**config.mk**
```make
export PLATFORM = sky130hd
export DESIGN_NAME = mul_share_arbiter
export DESIGN_NICKNAME = d
export VERILOG_FILES = /design/src/rtl/mul_share_pkg.sv /design/src/rtl/mul_pipe.sv /design/src/rtl/mul_share_arbiter.sv
export SDC_FILE = /design/constraint.sdc
export NUM_CORES = 1
export LEC_CHECK = 0
export BUFFER_PORTS_ARGS = -buffer_cell sky130_fd_sc_hd__buf_4
export CELL_PAD_IN_SITES_DETAIL_PLACEMENT = 1
export CELL_PAD_IN_SITES_GLOBAL_PLACEMENT = 2
export CORE_MARGIN = 10
export CORE_UTILIZATION = 37
export DETAILED_ROUTE_END_ITERATION = 6
export PLACE_DENSITY = 0.82
export SYNTH_ARGS = -nofsm -noshare
export SYNTH_HDL_FRONTEND = slang
export SYNTH_SLANG_ARGS = --single-unit
```
**constraint.sdc**
```tcl
create_clock -name clk -period 7.1 [get_ports clk]
set_clock_uncertainty 0.1 [all_clocks]
set_input_delay 0.71 -clock clk [delete_from_list [all_inputs] [get_ports clk]]
set_output_delay 0.71 -clock clk [all_outputs]
set_load 0.05 [all_outputs]
```
**src/rtl/mul_share_pkg.sv**
```systemverilog
// Shared types and defaults for the multiplier-sharing arbiter.
package mul_share_pkg;

    localparam int DEF_WIDTH   = 8;
    localparam int DEF_MUL_LAT = 2;

    typedef enum logic [1:0] {
        IDLE = 2'd0,
        CALC = 2'd1,
        DONE = 2'd2
    } state_t;

    typedef enum logic {
        SRC_A = 1'b0,
        SRC_B = 1'b1
    } src_t;

endpackage

```
**src/rtl/mul_pipe.sv**
```systemverilog
// Signed multiply-add x*y + addend, delivered after MUL_LAT register stages.
module mul_pipe
    import mul_share_pkg::*;
#(
    parameter int WIDTH   = DEF_WIDTH,
    parameter int MUL_LAT = DEF_MUL_LAT
) (
    input  logic                      clk,
    input  logic                      reset,
    input  logic signed [WIDTH-1:0]   x,
    input  logic signed [WIDTH-1:0]   y,
    input  logic signed [WIDTH-1:0]   addend,
    output logic signed [2*WIDTH-1:0] p
);

    localparam int PW = 2 * WIDTH;

    logic signed [PW-1:0] xe;
    logic signed [PW-1:0] ye;
    logic signed [PW-1:0] ce;
    logic signed [PW-1:0] stage [MUL_LAT];

    // The true result always fits PW bits, so a PW-bit wrap is exact.
    assign xe = PW'(x);
    assign ye = PW'(y);
    assign ce = PW'(addend);

    always_ff @(posedge clk or posedge reset) begin
        if (reset) begin
            for (int unsigned i = 0; i < MUL_LAT; i++) begin
                stage[i] <= '0;
            end
        end else begin
            stage[0] <= xe * ye + ce;
            for (int unsigned i = 1; i < MUL_LAT; i++) begin
                stage[i] <= stage[i-1];
            end
        end
    end

    assign p = stage[MUL_LAT-1];

endmodule

```
**src/rtl/mul_share_arbiter.sv**
```systemverilog
// Round-robin arbiter sharing one signed multiply-add between requester A (x1*x2)
// and requester B (v*t + c); one operation in flight, grants gated by enable.
module mul_share_arbiter
    import mul_share_pkg::*;
#(
    parameter int WIDTH   = DEF_WIDTH,
    parameter int MUL_LAT = DEF_MUL_LAT
) (
    input  logic                      clk,
    input  logic                      reset,
    input  logic                      enable,
    input  logic                      req_a,
    input  logic signed [WIDTH-1:0]   a_x1,
    input  logic signed [WIDTH-1:0]   a_x2,
    input  logic                      req_b,
    input  logic signed [WIDTH-1:0]   b_v,
    input  logic signed [WIDTH-1:0]   b_t,
    input  logic signed [WIDTH-1:0]   b_c,
    output logic                      gnt_a,
    output logic                      gnt_b,
    output logic signed [2*WIDTH-1:0] out,
    output logic                      out_valid,
    output logic                      out_src,
    output logic                      busy
);

    localparam int CW = $clog2(MUL_LAT + 1);

    state_t                     state, state_d;
    logic [CW-1:0]              cnt, cnt_d;
    src_t                       last_served, last_d;
    src_t                       src_q, src_d;
    logic                       gnt_a_d, gnt_b_d, ov_d;
    logic signed [2*WIDTH-1:0]  out_d;
    logic                       pick_a, start;
    logic signed [WIDTH-1:0]    op_x, op_y, op_c;
    logic signed [2*WIDTH-1:0]  prod;

    // On a tie the requester not served last time wins.
    assign pick_a = req_a && !(req_b && last_served == SRC_A);
    assign start  = enable && (req_a || req_b);

    assign op_x = pick_a ? a_x1 : b_v;
    assign op_y = pick_a ? a_x2 : b_t;
    assign op_c = pick_a ? '0   : b_c;

    // The pipe's first stage samples every edge; on the grant edge it holds the
    // winner's operands, which reach the last stage just before the DONE edge.
    mul_pipe #(
        .WIDTH   (WIDTH),
        .MUL_LAT (MUL_LAT)
    ) u_pipe (
        .clk    (clk),
        .reset  (reset),
        .x      (op_x),
        .y      (op_y),
        .addend (op_c),
        .p      (prod)
    );

    always_comb begin
        state_d = state;
        cnt_d   = cnt;
        last_d  = last_served;
        src_d   = src_q;
        gnt_a_d = 1'b0;
        gnt_b_d = 1'b0;
        ov_d    = 1'b0;
        out_d   = out;
        case (state)
            IDLE: begin
                if (start) begin
                    state_d = CALC;
                    cnt_d   = '0;
                    src_d   = pick_a ? SRC_A : SRC_B;
                    last_d  = pick_a ? SRC_A : SRC_B;
                    gnt_a_d = pick_a;
                    gnt_b_d = !pick_a;
                end
            end
            CALC: begin
                if (cnt == CW'(MUL_LAT - 1)) begin
                    state_d = DONE;
                    ov_d    = 1'b1;
                    out_d   = prod;
                end else begin
                    cnt_d = cnt + 1'b1;
                end
            end
            DONE: begin
                state_d = IDLE;
            end
            default: begin
                state_d = IDLE;
            end
        endcase
    end

    always_ff @(posedge clk or posedge reset) begin
        if (reset) begin
            state       <= IDLE;
            cnt         <= '0;
            last_served <= SRC_B;
            src_q       <= SRC_A;
            gnt_a       <= 1'b0;
            gnt_b       <= 1'b0;
            out_valid   <= 1'b0;
            out         <= '0;
            out_src     <= 1'b0;
        end else begin
            state       <= state_d;
            cnt         <= cnt_d;
            last_served <= last_d;
            src_q       <= src_d;
            gnt_a       <= gnt_a_d;
            gnt_b       <= gnt_b_d;
            out_valid   <= ov_d;
            out         <= out_d;
            if (ov_d) begin
                out_src <= src_q;
            end
        end
    end

    assign busy = (state != IDLE);

endmodule

```
* Word level (Yosys, flattened, before mapping)
Index checks and enable logic that the tools add are counted. W data, S select, Z words.
Storage, ports and cells: memories kept 0, bits in latches 0, bits in registers 58, RAM bits 0, bits of input ports 45, logic and storage cells 49, ROM bits 0, output and inout bits 21
Operators by class: $add $sub $neg 2, reductions and logical operators 13, divide/modulo/power cells 0, multipliers 1, shifts and indexed selects 0, equality and inequality tests 5, multiplexer cells 16, order comparisons 0, bitwise logic cells 1
Operators with widths (count):
- $mux W8 | 3
- $add A16 B8 Y16 | 1
- $mul A8 B8 Y16 | 1
- $mux W2 | 4
- $pmux W2 S2 | 2
- $mux W1 | 7
- $ne A2 B2 Y1 const B | 3
- $reduce_and A2 Y1 | 3
- $eq A2 B1 Y1 const B | 2
- $reduce_bool A2 Y1 | 2
- $logic_and A1 B1 Y1 | 3
- $reduce_and A3 Y1 | 1
- $add A2 B1 Y2 const B | 1
- $logic_not A1 Y1 | 2
- $logic_not A2 Y1 | 1
- $logic_or A1 B1 Y1 | 1
- $not A1 Y1 | 1

* Depth between registers and ports, before layout
Gate-level depths: netlist of run 1.
depth after elaboration 7, mapped depth 21

* By module
A second synthesis of run 1 with hierarchy kept.
Second synthesis, totals: cells, all modules 468, area total of the unflattened synthesis 4890.9 um2
Modules (own cells, without submodules):
- mul_pipe | sequential area each 800.8 um2, cells each 341, area each 3634.7 um2, times used 1
- mul_share_arbiter | sequential area each 651.9 um2, cells each 127, area each 1256.2 um2, times used 1

* Worst setup path before layout of run 1
No wires, ideal clock.
path type input port to flip-flop, from in req_b, to reg u_pipe.stage[30] (netlist bit), buffers on the path 1, setup slack 1.475 ns, setup time 0.141 ns, stages on the path 21, arrival 5.384 ns, path through inv_1 -> o21ai_2 -> buf_6 -> mux2i_1 -> inv_1 -> nand2_1 -> fa_1 -> inv_1 -> fa_1 -> ha_1 -> inv_1 -> fa_1 -> inv_1 -> ha_1 -> ha_1 -> fa_1 -> a21o_1 -> a211o_1 -> a211oi_2 -> o21a_2 -> o311ai_1
Between the ends: word-level cells in the longest chain between the ends 6
RTL lines:
- start: declaration | line mul_share_arbiter.sv:15 | input logic req_b,
- $logic_and A1 B1 Y1 (*) | line mul_share_arbiter.sv:40 | assign pick_a = req_a && !(req_b && last_served == SRC_A);
- $logic_not A1 Y1 (*) | line mul_share_arbiter.sv:40
- $logic_and A1 B1 Y1 (*) | line mul_share_arbiter.sv:40
- $mux W8 (on tied branches) | line mul_share_arbiter.sv:43, mul_share_arbiter.sv:44
- $mul A8 B8 Y16 | line mul_pipe.sv:34 | stage[0] <= xe * ye + ce;
- $add A16 B8 Y16 (*) | line mul_pipe.sv:34
- end signal: indexed assignment | line mul_pipe.sv:36 | stage[i] <= stage[i-1];
- end: declaration | line mul_pipe.sv:21 | logic signed [PW-1:0] stage [MUL_LAT];
Mark *: on every way between the ends. The rest lies on a longest branch, timed or not. A chain may end at the register's enable or synchronous reset.

* Worst setup path in the final report of run 1
from in req_b, to reg u_pipe.stage[31] (netlist bit)
The elaborated chain is that of the path after synthesis.

==> results of run 1 <==
## per-stage QoR
step | util [%] | instance area, µm² | setup slack, ns | hold WS, ns | std cells
after floorplan | - | 4720 | 1.48 | 0.231 | 463
after global placement | 43.6 | 5470 | 0.659 | 0.233 | 706
after detailed placement | 43.6 | 5470 | 0.523 | 0.237 | 706
after CTS | 46.3 | 5810 | 0.858 | 0.246 | 722
after global routing | 46.3 | 5810 | 0.485 | 0.256 | 722
final | 46.3 | 5810 | 0.924 | 0.246 | 722
## synth_stat cells, drive strengths merged (2+ instances only)
cell / number / area, µm²
o21ai: 9 / 48.8
ha: 37 / 463
nand2: 82 / 308
mux2: 9 / 101
dfrtp: 57 / 1430
fa: 63 / 1260
nand2b: 5 / 31.3
a21oi: 8 / 40.0
nor2: 39 / 146
xnor2: 13 / 114
a211oi: 2 / 20.0
nor2b: 3 / 18.8
clkbuf: 2 / 7.51
xor2: 4 / 35.0
mux2i: 14 / 140
or2: 2 / 12.5
inv: 86 / 323
o21a: 3 / 23.8
and2: 2 / 12.5
buf: 4 / 31.3
o2111ai: 2 / 17.5
a21o: 2 / 15.0
nand3: 2 / 10.0
## final cells by class
type | count | area share (%)
inverters | 87 | 5.62
flip-flops and latches | 58 | 25.0
repair buffers | 77 | 9.94
clock buffers | 12 | 4.58
clock inverters | 4 | 1.25
multi-input cells | 312 | 49.9
well taps | 172 | 3.70
## flip-flops by register name, summed over array words and instances (netlist names)
| register | cells |
|---|---|
| out | 16 |
| u_pipe.p | 16 |
| u_pipe.stage | 16 |
| cnt | 2 |
| state | 2 |
| gnt_a | 1 |
| gnt_b | 1 |
| last_served | 1 |
| out_src | 1 |
| out_valid | 1 |
| src_q | 1 |
## kinds of logic (layout without fill, tap and decap cells)
logic type / after synthesis / in the layout / share of synthesized area, %
xor gates and xnor gates: 17 / 17 / 3.15
buffers and inverters: 93 / 180 / 7.74
AOI/OAI and AO/OA: 31 / 31 / 4.35
and+or+nand+nor: 141 / 141 / 12.3
adders and majority gates: 100 / 100 / 36.5
muxes: 23 / 23 / 5.12
DFF: 58 / 58 / 30.8
## per-layer routing
metal	global-route usage, %	share of wire [%]	up-vias
met3	2.73	3.7	11
met1	13.7	40	1675
met5	0	0	-
li1	-	-	1585
met4	4.46	1.7	0
met2	22.0	55	51
## how the worst max path moves through the flow
stage | startpoint | endpoint | slack (ns) | cells past startpoint
2_1_floorplan | req_b | u_pipe.stage[30]$_DFF_PP0_ | 1.48 | 21
3_3_place_gp | req_b | u_pipe.stage[31]$_DFF_PP0_ | 0.66 | 17
3_5_place_dp | req_b | u_pipe.stage[31]$_DFF_PP0_ | 0.52 | 17
4_1_cts | req_b | u_pipe.stage[31]$_DFF_PP0_ | 0.86 | 17
5_1_grt | req_b | u_pipe.stage[30]$_DFF_PP0_ | 0.48 | 18
6_report | req_b | u_pipe.stage[31]$_DFF_PP0_ | 0.92 | 17
==> summary.md, run 1 <==
| Metric | Value |
|---|---|
| Outcome | `complete, no violations` |
| R2R depth | `15` |
| TNS Setup | `0 ns` |
| Hold buffer count at cts | `0` |
| Post-synthesis sequential area ratio | `between 30% and 40%` |
| FP Rows | `41` |
| Largest net degree at the start of global routing | `between 50 and 60` |
| Most common cell after layout, fill and taps aside | `inv_1` |
| RePlAce Congestion | `approximately 0.8` |
| Crit-path cells | `buf_4 -> inv_1 -> o21ai_2 -> buf_4 -> mux2_2 -> and2_1 -> fa_1 -> fa_1 -> fa_1 -> fa_1 -> fa_1 -> ha_1 -> o21a_1 -> o21a_1 -> o2111ai_1 -> a31oi_1 -> xnor2_1` |
| Die height | `roughly 130 µm` |
| DIE AREA | `between 15,000 and 20,000 µm²` |
| # setup viols final | `0` |
| Syn Area/Cell | `10.2 µm²` |
| Buf/Inv on CP | `3` |
| Post-synth ARST share | `100%` |
| CORE AREA | `roughly 13,000 µm²` |
| Clk pin slew, worst setup/hold paths | `0.05 ns` |
| Post-Syn Area | `around 4700 µm²` |
| Slew Limit Fails | `0` |
| Reg-to-reg endpoint | `u_pipe.stage[31]$_DFF_PP0_` |
| Drt initial violations | `112` |
| Rel. slew slack | `roughly two fifths` |
| Fill count | `1,445` |
| Vias in the first global route | `around 3,800` |
| CP Launch Type | `primary input` |
| Post-Route WL | `10,300 µm` |
| Multi-input logic area | `slightly below 3000 µm²` |
| Vias/cell | `roughly 4.6` |
| Endpoint class of the critical path | `flip-flop` |
| First-pass GRT wire length | `17,700 µm` |
| Post-route antenna net violation count | `0` |
| Nets@finish | `a little under 700` |
| Max Cap Viol | `0` |
| CP Data Arrival Time | `6.27 ns` |
| Layout cells sized above 1 | `between 20% and 30%` |
| Worst path slowest cell | `o21ai_2` |
| Synth Flop Type | `dfrtp_1` |
| DRC viols | `0` |
| H-tree levels | `3` |
| Commonest cells after routing, fill and taps aside | `inv_1, nand2_1, buf_4, fa_1, dfrtp_1` |
| Delay of the slowest cell on the worst path | `0.69 ns` |
| Chip Width | `roughly 130 µm` |
| IO Port Bufs | `between 60 and 70` |
| Worst-case clock buffer depth | `2` |
| Clock sinks | `58` |
| Unrepaired setup endpoints after global routing | `no` |
| Synthesized instance count | `approximately 460` |
| Root buffer cell | `clkbuf_16` |
| Post-CTS sizing | `0` |
| Tcrit/Tclk final | `87.0%` |
| I/O Pins | `66` |
| Actual transition at the worst max-transition pin | `0.885 ns` |
| Num CTS Buffers | `9` |
| Initial core utilization | `37.6%` |
| Hold Vio Cnt, Final | `0` |
| Crit-path leading delay family | `adder cells` |
| CTS tree | `built` |
| Maximum clock rate | `roughly 160 MHz` |
| Crit path required time | `between 7 and 8 ns` |
| Synth Warn # | `0` |
| Min-Delay Path Class | `flip-flop to flip-flop` |
| Initial antenna violation count | `0` |
| Layout area overhead | `23.2%` |
| Ant. Diodes | `0` |
| Synth Net Count | `between 600 and 700` |
| Kind of critical path | `primary input to flip-flop` |
| Routed vias | `around 3,300` |
| Hold path start | `u_pipe.stage[21]$_DFF_PP0_` |
| Post-synthesis cell type count | `between 40 and 50` |
| Hold worst-path end | `u_pipe.p[5]$_DFF_PP0_` |
| Min Tclk post-route | `roughly 6.2 ns` |
| Clk_lat worst skew | `0.32 ns` |
| Post-synth EDFFs | `0` |
| Seq cells post-synth | `a little under 60` |
| Average wire per standard cell | `about 14 µm` |
| Overflow after GRT | `0` |
| Setup repair bufs after CTS | `0` |
| Worst R2R Start | `last_served$_DFFE_PP1P_` |
| Crit Path Max Fanout | `18` |
| Worst reg-to-reg setup slack | `between 1 and 1.5 ns` |
| WHS Path Cells | `0` |
| Post-DP HPWL | `around 8700 µm` |
| Register area | `between 1000 and 1500 µm²` |
| Cell mode on critical path | `fa_1` |
| DR pass1 iterations | `4` |
| GR Util All Layers | `between 10% and 20%` |
Power of run 1 is not shown: default switching activity piles up to over one toggle a cycle in this logic, so the estimate is an artifact.
==> inputs of run 2 (changes only) <==
CORE_ASPECT_RATIO = 0.75   (was not set)
==> summary.md, run 2 (same netlist as run 1, synthesis figures left out) <==
| Metric | Value |
|---|---|
| Outcome | `complete, no violations` |
| Ant. Diodes | `0` |
| Worst path slowest cell | `mux2i_1` |
| Maximum clock rate | `around 170 MHz` |
| Multi-input logic area | `slightly below 3000 µm²` |
| Placed cell count | `~700` |
| Die height | `about 120 µm` |
| Post-route insts no fill | `~700` |
| GR Util All Layers | `12.8%` |
| CORE AREA | `12,400 µm²` |
| Vias in the first global route | `3,796` |
| Overflow after GRT | `0` |
| Placed Area | `about 5400 µm²` |
| CTS tree | `built` |
| Clock sinks | `58` |
| Worst-case clock buffer depth | `2` |
| Cell mode on critical path | `fa_1` |
| FP Rows | `35` |
| Post-CTS sizing | `0` |
| Actual transition at the worst max-transition pin | `0.703 ns` |
| Largest net degree at the start of global routing | `between 50 and 60` |
| Rel. slew slack | `51.8%` |
| Clk pin slew, worst setup/hold paths | `around 0.050 ns` |
| Layout area overhead | `22.5%` |
| WHS Path Cells | `0` |
| Fill count | `around 1,400` |
| Crit-path leading delay family | `adder cells` |
| Clk_lat worst skew | `0.32 ns` |
| Average wire per standard cell | `between 15 and 20 µm` |
| Routed vias | `3,348` |
| CP Data Arrival Time | `just over 6 ns` |
| Min-Delay Path Class | `flip-flop to flip-flop` |
| Post-Route WL | `roughly 11,000 µm` |
| Drt initial violations | `90` |
| Endpoint class of the critical path | `flip-flop` |
| Tcrit/Tclk final | `between 80% and 90%` |
| Chip Width | `150 µm` |
| DRC viols | `0` |
| Crit-path cells | `buf_4 -> inv_1 -> o21ai_2 -> buf_4 -> mux2i_1 -> nor2_1 -> fa_1 -> inv_1 -> fa_1 -> inv_1 -> fa_1 -> fa_1 -> fa_1 -> ha_1 -> o21ai_0 -> o21ai_0 -> o2111ai_1 -> a31oi_1 -> xnor2_1` |
| Root buffer cell | `clkbuf_16` |
| # setup viols final | `0` |
| Most common cell after layout, fill and taps aside | `inv_1` |
| Hold buffer count at cts | `0` |
| CP Launch Type | `primary input` |
| Max Cap Viol | `0` |
| Slew Limit Fails | `0` |
| IO Port Bufs | `between 60 and 70` |
| Initial antenna violation count | `0` |
| TNS Setup | `0 ns` |
| Initial core utilization | `between 30% and 40%` |
| Total number of cells along the worst setup path | `19` |
| Layout cells sized above 1 | `19.6%` |
| Post-DP HPWL | `slightly below 9000 µm` |
| Commonest cells after routing, fill and taps aside | `inv_1, nand2_1, buf_4, fa_1, dfrtp_1` |
| Post-route antenna net violation count | `0` |
| Final instance area | `just under 6000 µm²` |
| Crit Path Max Fanout | `31` |
| I/O Pins | `66` |
| RePlAce Congestion | `0.850` |
| First-pass GRT wire length | `around 18,000 µm` |
| Setup repair bufs after CTS | `0` |
| Unrepaired setup endpoints after global routing | `no` |
| R2R depth | `17` |
| Delay of the slowest cell on the worst path | `0.66 ns` |
| DIE AREA | `17,700 µm²` |
| Nets@finish | `between 600 and 700` |
| H-tree levels | `3` |
| Hold Vio Cnt, Final | `0` |
| DR pass1 iterations | `4` |
| Buf/Inv on CP | `5` |
| Kind of critical path | `primary input to flip-flop` |
| Num CTS Buffers | `9` |
| Vias/cell | `~4.7` |
| Crit path required time | `about 7.2 ns` |
| Register area | `1450 µm²` |
| Min Tclk post-route | `roughly 6 ns` |
[run 2: changes by cell type in the layout (fill, tap and decap cells not counted)]
| cell | previous run | this run |
|---|---|---|
| buf_4 | 77 | 74 |
[run 2: routing by layer]
layer / global-route usage, % / wire length [µm] / up-vias
met3: 3.23 / 451 / 4
met2: 22.4 / 5810 / 42
met4: 2.00 / 47 / 0
met5: 0 / 0 / -
met1: 15.7 / 4760 / 1727
li1: - / - / 1575
[run 2: metrics by stage]
| step | util (%) | hold slack [ns] | setup WS, ns |
|---|---|---|---|
| after CTS | 46.7 | 0.254 | 1.05 |
| after global routing | 46.7 | 0.254 | 0.688 |
| after detailed placement | 43.9 | 0.236 | 0.852 |
| after floorplan | - | 0.231 | 1.48 |
| final | 46.7 | 0.248 | 1.10 |
| after global placement | 43.9 | 0.239 | 0.933 |
[run 2: final cells by class]
| class | count | share of cell area (%) |
|---|---|---|
| Clock buffer | 12 | 4.61 |
| Multi-Input combinational cell | 312 | 50.2 |
| Tap cell | 166 | 3.59 |
| Clock inverter | 4 | 1.25 |
| Sequential cell | 58 | 25.1 |
| Timing Repair Buffer | 74 | 9.61 |
| Inverter | 87 | 5.65 |
[run 2: path summary, 6_finish.rpt]
path	from	to	slack [ns]
worst max-delay path	req_b	u_pipe.stage[31]$_DFF_PP0_	1.10
worst min-delay path	u_pipe.stage[23]$_DFF_PP0_	u_pipe.p[7]$_DFF_PP0_	0.25
worst max register to register	last_served$_DFFE_PP1P_	u_pipe.stage[31]$_DFF_PP0_	1.26
worst min register to register	u_pipe.stage[23]$_DFF_PP0_	u_pipe.p[7]$_DFF_PP0_	0.25
max in group asynchronous	reset	u_pipe.stage[31]$_DFF_PP0_	5.94
min in group asynchronous	reset	out[2]$_DFFE_PP0P_	0.49
Power of run 2 is left out for the same reason.
==> inputs of run 3 (changes only) <==
CORE_UTILIZATION = 34   (was 37)
PLACE_DENSITY = 0.8   (was 0.82)
clock period = 4.94 ns   (was 7.1 ns; I/O delays follow)
==> summary.md, run 3 (same netlist as run 1, synthesis figures left out) <==
| Metric | Value |
|---|---|
| RePlAce Congestion | `about 0.86` |
| Nets@finish | `between 700 and 800` |
| Num CTS Buffers | `9` |
| Buf/Inv on CP | `4` |
| Post-route antenna net violation count | `0` |
| Reg-to-reg endpoint | `u_pipe.stage[30]$_DFF_PP0_` |
| CP Launch Type | `flip-flop` |
| Actual transition at the worst max-transition pin | `0.801 ns` |
| Initial antenna violation count | `0` |
| Register area | `~1500 µm²` |
| Average wire per standard cell | `~16 µm` |
| Drt initial violations | `119` |
| Vias/cell | `~4.6` |
| I/O Pins | `between 60 and 70` |
| Rel. slew slack | `~46%` |
| Clk pin slew, worst setup/hold paths | `0.05 ns` |
| Ant. Diodes | `0` |
| Hold worst-path end | `u_pipe.p[12]$_DFF_PP0_` |
| CP Data Arrival Time | `approximately 5.4 ns` |
| Initial core utilization | `about a third` |
| Die height | `122 µm` |
| Root buffer cell | `clkbuf_16` |
| Clock sinks | `58` |
| Largest net degree at the start of global routing | `approximately 60` |
| Unrepaired setup endpoints after global routing | `yes` |
| Worst path slowest cell | `fa_2` |
| DR pass1 iterations | `4` |
| Post-DP HPWL | `10,100 µm` |
| Min-Delay Path Class | `flip-flop to flip-flop` |
| FP Rows | `37` |
| Worst reg-to-reg setup slack | `-0.38 ns` |
| Max Cap Viol | `0` |
| DIE AREA | `about 19,000 µm²` |
| Layout cells sized above 1 | `~36%` |
| Chip Width | `around 160 µm` |
| Tcrit/Tclk final | `108%` |
| Kind of critical path | `flip-flop to flip-flop` |
| Slew Limit Fails | `0` |
| First-pass GRT wire length | `21,100 µm` |
| Layout area overhead | `40.8%` |
| Crit-path leading delay family | `adder cells` |
| WHS Path Cells | `0` |
| CORE AREA | `approximately 14,000 µm²` |
| H-tree levels | `3` |
| # setup viols final | `7` |
| Outcome | `complete, but fails checks` |
| Hold path start | `u_pipe.stage[28]$_DFF_PP0_` |
| Post-Route WL | `~12,000 µm` |
| Min Hold Slack | `0.246 ns` |
| R2R depth | `17` |
| Most common cell after layout, fill and taps aside | `buf_4` |
| Endpoint class of the critical path | `flip-flop` |
| Delay of the slowest cell on the worst path | `approximately 0.60 ns` |
| Maximum clock rate | `between 150 and 200 MHz` |
| Failing checks | `setup timing` |
| Fill count | `1,509` |
| Overflow after GRT | `0` |
| Crit path required time | `5.02 ns` |
| Hold Vio Cnt, Final | `0` |
| IO Port Bufs | `65` |
| Crit-path cells | `o21ai_4 -> buf_12 -> bufbuf_16 -> mux2i_4 -> nor2_2 -> fa_1 -> inv_1 -> fa_1 -> inv_1 -> fa_1 -> fa_1 -> fa_2 -> ha_4 -> a211o_1 -> a211oi_2 -> o21a_2 -> o311ai_2` |
| Crit Path Max Fanout | `5` |
| Min Tclk post-route | `roughly 5.3 ns` |
| Worst-case clock buffer depth | `2` |
| Commonest cells after routing, fill and taps aside | `buf_4, nand2_1, inv_1, fa_1, dfrtp_1` |
| CTS tree | `built` |
| GR Util All Layers | `about 14%` |
| Cell mode on critical path | `fa_1` |
| Vias in the first global route | `approximately 4,000` |
| Clk_lat worst skew | `0.32 ns` |
| DRC viols | `0` |
| Final WS setup | `-0.381 ns` |
| Worst R2R Start | `last_served$_DFFE_PP1P_` |
| Routed vias | `between 3,000 and 4,000` |
| Multi-input logic area | `3330 µm²` |
run 3: how the worst max path moves through the flow:
stage	startpoint	endpoint	slack, ns	cells after the start
floorplan	req_b	u_pipe.stage[30]$_DFF_PP0_	-0.17	17
global placement	req_b	u_pipe.stage[30]$_DFF_PP0_	-0.49	18
detailed placement	req_b	u_pipe.stage[30]$_DFF_PP0_	-0.67	18
CTS	last_served$_DFFE_PP1P_	u_pipe.stage[30]$_DFF_PP0_	-0.36	17
global route	last_served$_DFFE_PP1P_	u_pipe.stage[30]$_DFF_PP0_	-0.51	18
finish	last_served$_DFFE_PP1P_	u_pipe.stage[30]$_DFF_PP0_	-0.38	17
run 3: layout make-up:
class                   instances  area share [%]
clock inverters                 3           0.226
repair buffers                129            15.7
clock buffers                  12            3.86
multi-input cells             312            50.1
well taps                     175            3.29
flip-flops and latches         58            21.9
inverters                      87            5.03
run 3: per-stage QoR:
step	setup TNS (ns)	cell area, µm²	worst slack [ns]	utilization (%)	std cells
floorplan	-0.484	5020	-0.173	-	463
global placement	-2.68	6100	-0.493	44.7	753
detailed placement	-3.89	6100	-0.669	44.7	753
CTS	-1.80	6570	-0.362	48.1	774
global route	-2.59	6650	-0.509	48.7	776
finish	-1.48	6650	-0.381	48.7	776
run 3: repair_timing:
item                                    4_1_cts  5_1_grt
buffers inserted                              4        2
hold buffers                                  0        0
endpoints found under the setup margin        7        8
cloned                                        2        0
gates resized for setup                      16       17
pin swaps                                    16        5
run 3: metal layers:
metal | wire [µm] | global-route usage, % | up-vias
met2 | 6280 | 23.0 | 56
met5 | 0 | 0 | -
met3 | 684 | 4.30 | 7
li1 | - | - | 1686
met4 | 59 | 2.30 | 0
met1 | 5470 | 17.7 | 1805
Power of run 3 is left out for the same reason.
